===== config.mk =====
export PLATFORM = sky130hd
export DESIGN_NAME = shift_seq32
export DESIGN_NICKNAME = d
export VERILOG_FILES = /design/src/rtl/shift_seq32.sv
export SDC_FILE = /design/constraint.sdc
export NUM_CORES = 1
export LEC_CHECK = 0
export BUFFER_PORTS_ARGS = -buffer_cell sky130_fd_sc_hd__buf_2
export CORE_AREA = 10 10 132 74
export DETAILED_ROUTE_END_ITERATION = 8
export DIE_AREA = 0 0 142 84
export GPL_ROUTABILITY_DRIVEN = 0
export PLACE_DENSITY = 0.78
export SLEW_MARGIN = 15
export SYNTH_ARGS = -nofsm -noshare
export SYNTH_HDL_FRONTEND = slang
export SYNTH_SLANG_ARGS = --single-unit
export TNS_END_PERCENT = 20

===== constraint.sdc =====
create_clock -name clk -period 2.9 [get_ports clk]
set_clock_uncertainty 0.2 [all_clocks]
set_input_delay 0.29 -clock clk [delete_from_list [all_inputs] [get_ports clk]]
set_output_delay 0.29 -clock clk [all_outputs]
set_load 0.05 [all_outputs]

===== src/rtl/shift_seq32.sv =====
// shift_seq32 - multi-cycle shift unit for the ALU shifter path.
//
// Accepts a shift request in IDLE, then moves the work register one bit per
// clock until the requested distance is covered. The result is registered
// into out on the same edge that enters DONE, and done pulses for one cycle.
//
// Ports:
//   clk       system clock, rising-edge
//   rst       synchronous active-high reset
//   start     request strobe, only looked at in IDLE
//   in        operand, sampled with start
//   amount    shift distance 0..WIDTH-1, sampled with start
//   shiftdir  1 = left, 0 = right, sampled with start
//   arith     1 = sign-filling right shift (ignored for left shifts)
//   out       result of the last completed operation (held between ops)
//   busy      high in SHIFT and DONE
//   done      one-cycle pulse, out is updated in this cycle
//
// WIDTH must equal 2**AMTW so every legal amount fits the counter.
//
// state   | meaning
// --------+----------------------------------------------------------
// S_IDLE  | waiting for start; operands are latched on the accept edge
// S_SHIFT | one-bit shift per cycle, counter counts down to 1
// S_DONE  | out holds the new result, done=1, back to IDLE next cycle

module shift_seq32 #(
  parameter int WIDTH = 32,
  parameter int AMTW  = 5
) (
  input  logic             clk,
  input  logic             rst,
  input  logic             start,
  input  logic [WIDTH-1:0] in,
  input  logic [AMTW-1:0]  amount,
  input  logic             shiftdir,
  input  logic             arith,
  output logic [WIDTH-1:0] out,
  output logic             busy,
  output logic             done
);

  typedef enum logic [1:0] {
    S_IDLE  = 2'd0,
    S_SHIFT = 2'd1,
    S_DONE  = 2'd2
  } state_t;

  state_t           state_q, state_d;
  logic [AMTW-1:0]  cnt_q, cnt_d;
  logic [WIDTH-1:0] work_q, work_d;
  logic [WIDTH-1:0] out_q, out_d;
  logic             dir_q, dir_d;
  logic             arith_q, arith_d;
  logic [WIDTH-1:0] shifted;

  always_ff @(posedge clk) begin
    if (rst) begin
      state_q <= S_IDLE;
      cnt_q   <= '0;
      work_q  <= '0;
      out_q   <= '0;
      dir_q   <= 1'b0;
      arith_q <= 1'b0;
    end else begin
      state_q <= state_d;
      cnt_q   <= cnt_d;
      work_q  <= work_d;
      out_q   <= out_d;
      dir_q   <= dir_d;
      arith_q <= arith_d;
    end
  end

  always_comb begin
    // Right shift fills the vacated MSB with the old MSB only when arith is set.
    if (dir_q) begin
      shifted = {work_q[WIDTH-2:0], 1'b0};
    end else begin
      shifted = {arith_q & work_q[WIDTH-1], work_q[WIDTH-1:1]};
    end

    state_d = state_q;
    cnt_d   = cnt_q;
    work_d  = work_q;
    out_d   = out_q;
    dir_d   = dir_q;
    arith_d = arith_q;

    case (state_q)
      S_IDLE: begin
        if (start) begin
          work_d  = in;
          cnt_d   = amount;
          dir_d   = shiftdir;
          arith_d = arith;
          if (amount == '0) begin
            // Zero-distance request: result is the operand itself.
            out_d   = in;
            state_d = S_DONE;
          end else begin
            state_d = S_SHIFT;
          end
        end
      end
      S_SHIFT: begin
        work_d = shifted;
        cnt_d  = cnt_q - AMTW'(1);
        if (cnt_q == AMTW'(1)) begin
          out_d   = shifted;
          state_d = S_DONE;
        end
      end
      S_DONE: begin
        state_d = S_IDLE;
      end
      default: begin
        state_d = S_IDLE;
      end
    endcase
  end

  assign out  = out_q;
  assign busy = (state_q != S_IDLE);
  assign done = (state_q == S_DONE);

endmodule


==> flow_metrics.tcl <==
set metrics [dict create \
    cp_slowest_stage_delay_ns 0.58 \
    worstRegToRegCells 6 \
    gr-usage-met3_pct 7.39 \
    route.detailed.drc 0 \
    post_detailed_route_wirelength_per_cell_um 17.1 \
    route.vias.total 3243 \
    worst_path_max_delay_cell "dfxtp_1" \
    library_cell_appearing_most_often_on_the_critical_path "buf_4" \
    post_cts.resized_instances 0 \
    netlist_top_cells_count "73 x dfxtp_1, 68 x nand2_1, 67 x a21oi_1" \
    maxSlewHeadroom_pct 55.9 \
    synth.distinct_cells 39 \
    clkTransAtPathRegs_ns 0.06 \
    finalCritPeriodShare_pct 80.6 \
    yosysTopAreaCellShare_pct 40.1 \
    reg2reg_from "state_q[0]" \
    syn2layout_area_growth_pct 18.2 \
    vdd.ir_drop.worst_v 0.000397 \
    antenna-diode-count 0 \
    worst_skew_pair.late_latency_ns 0.34 \
    tritoncts_sinks 73 \
    cts_post_setup_buffers_inserted 0 \
    cts_buffers 9 \
    synth_xor_xnor_area_share_pct 0 \
    async_flop_share_pct 0 \
    critical-path-top-delay-family "compound AO/OA/AOI/OAI gates" \
    crit_path_start_kind "register" \
    muxShareOfSynthArea_pct 19.1 \
    worst_margin_pin_slew_ns 0.662 \
    largest_net_degree_at_the_start_of_global_routing 51 \
    dpl.hpwl_um 7120 \
    io-pin-count 76 \
    largest_cells_by_area_after_synthesis "dfxtp_1 40%, mux2_2 12%, a21oi_1 9.2%" \
    synthesis.area_um2 3640 \
    num-nets-final 523 \
    synthMostInstantiatedCell "dfxtp_1" \
    syn-num-nets 464 \
    cts-htree-levels 3 \
    critical_path_buf_inv_count 2 \
    floorplan.initialDensity_pct 48.0 \
    final.setup.tns_ns 0 \
    gr-max-usage-layer "met1" \
    number_of_max_cap_violations 0 \
    layout-drive-gt1-share_pct 30.6 \
    placement.cell_area_um2 4010 \
    synthDominantAreaCellType "dfxtp_1" \
    dr.first_iter.drc_count 316 \
    groute.layer.met2.usage_pct 22.6 \
    synthesis.area_per_instance_um2 8.67 \
    worst_ep_arrival_time_ns 2.35 \
    floorplan.die.height_um 84 \
    drv_slew 0 \
    power_leakage_nw 1.77 \
    synthesis.instances 420 \
    rr_endpoint "out[10]" \
    cts_tree "built" \
    vias_per_cell 5.55 \
    grt.overflow.total 0 \
    bufs_on_longest_clock_path 2 \
    setup_repair_after_global_routing_missed_its_margin "false" \
    grt_first_pass_wirelength_um 16400 \
    firstDrtPassIters 5 \
    worstSetupPathDepth 6 \
    synth_sequential_area_ratio_pct 40.1 \
    worst-r2r-setup-slack_ns 0.56 \
    ant_nets 0 \
    power.density_nw_per_um2 706 \
    crit_path_cell_trace "o21ba_2 -> buf_4 -> o21ai_2 -> buf_4 -> o21ai_1 -> a21oi_1" \
    die-width_um 142 \
    groute.usage.overall_pct 16.8 \
    setup_viol 0 \
    grt_pass1_vias 3126 \
    route.final.wire_length_um 10000 \
    placement_rows 23 \
    critical_path_fanouts_max 38 \
    critical_path_class "register to register" \
    die_area_um2 11900 \
    placeableCoreArea_um2 7600 \
    synth_compound_gate_area_share_pct 18.4 \
    synth_top_family_by_area "multiplexers" \
    power.total_mw 3.04 \
    period_minus_slack_ns 2.34 \
    timing.critical_path.to "out[10]" \
    synthesis.yosys.warnings 0 \
    number_of_antenna_violations_at_the_first_check_in_global_routing 0 \
    timing.final.hold_violations 0 \
    status "complete, no violations" \
    setup.worst_path.end_class "register" \
    numPortBuffers 75 \
    achievable-frequency_mhz 428 \
    worstHoldPathType "primary input to register" \
    number_of_flops_mapped_to_enable_cells_by_yosys 0 \
    clk_root_buffer_cell "clkbuf_16" \
    adder_and_majority_cell_fraction_of_the_synthesized_area_pct 0.687 \
    seq_cells_post_synth 73 \
    groute.layer.met1.usage_pct 23.0 \
    setup.worst_path.start "state_q[0]" \
    synth_ff_type "dfxtp_1" \
    yosys.area_share.simple_pct 15.0 \
    hold_buffers 0 \
    postLayoutCellArea_um2 4310 \
    worstPathRequired_ns 2.92 \
]
[power by group]
part	internal, mW	switching [mW]
clock	0.670	0.408
combinational	0.268	0.514
sequential	1.10	0.0742
total	2.04	0.997
[area by class of cell]
class                           instances  area, um^2
Fill cell                             703        3290
Multi-Input combinational cell        305        1950
Sequential cell                        73        1460
Timing Repair Buffer                   84         455
Clock buffer                           14         284
Tap cell                              100         125
Inverter                                6        22.5
Clock inverter                          2        10.0
[per-stage QoR]
| step | setup WS [ns] | hold slack, ns | util, % | std cells |
|---|---|---|---|---|
| 6_report | 0.563 | 0.00552 | 56.7 | 584 |
| 5_1_grt | 0.360 | 0.0170 | 56.7 | 584 |
| 4_1_cts | 0.580 | 0.00494 | 56.7 | 584 |
| 3_5_place_dp | 0.611 | 0.262 | 52.8 | 568 |
| 3_3_place_gp | 0.636 | 0.251 | 52.8 | 568 |
| 2_1_floorplan | 1.15 | 0.237 | - | 420 |
[worst reg2reg max path, delay by kind of cell, from the launching register on]
family,cells,cell delay (ns)
buf+inv,2,0.66
compound gates,4,0.78
flops,1,0.58
[kinds of logic after synthesis]
group,count (synthesis)
and+or+nand+nor,121
AOI/OAI and AO/OA,120
DFF,73
muxes,62
buffers and inverters,42
adders and majority gates,2
[sequential cells by signal, indices dropped and copies added, names as in the netlist]
register  cells
out          32
work_q       32
cnt_q         5
state_q       2
arith_q       1
dir_q         1
[worst min-delay path by stage]
stage | depth (start not counted) | slack, ns | start | to
floorplan | 2 | 0.24 | arith | arith_q
global placement | 2 | 0.25 | work_q[22] | work_q[22]
detailed placement | 2 | 0.26 | work_q[31] | work_q[31]
CTS | 3 | 0.005 | arith | arith_q
global route | 3 | 0.02 | arith | arith_q
finish | 3 | 0.006 | arith | arith_q
[cell usage in the layout (no fill, tap or decap), drive strengths merged]
cell and count:
o21a 3, dfxtp 73, nand2 68, nand3 30, nor2b 1, o21ba 1
mux2i 2, a21oi 67, nor2 10, nor4b 1, nor3b 2, nor3 1
mux2 60, clkbuf 14, and2 1, a32oi 2, a211oi 2, inv 6
nand2b 3, a31oi 1, o211ai 5, o21bai 1, o22ai 1, nand3b 2
o21ai 36, clkinv 2, ha 2, a311oi 1, buf 84, and2b 1
or4 1
[routing by layer]
| metal | routed length, um | up-vias |
|---|---|---|
| met3 | 919 | 16 |
| met2 | 4090 | 124 |
| met5 | 0 | - |
| met4 | 126 | 0 |
| met1 | 4870 | 1508 |
| li1 | - | 1595 |
Power figures use the tool's default switching activity.
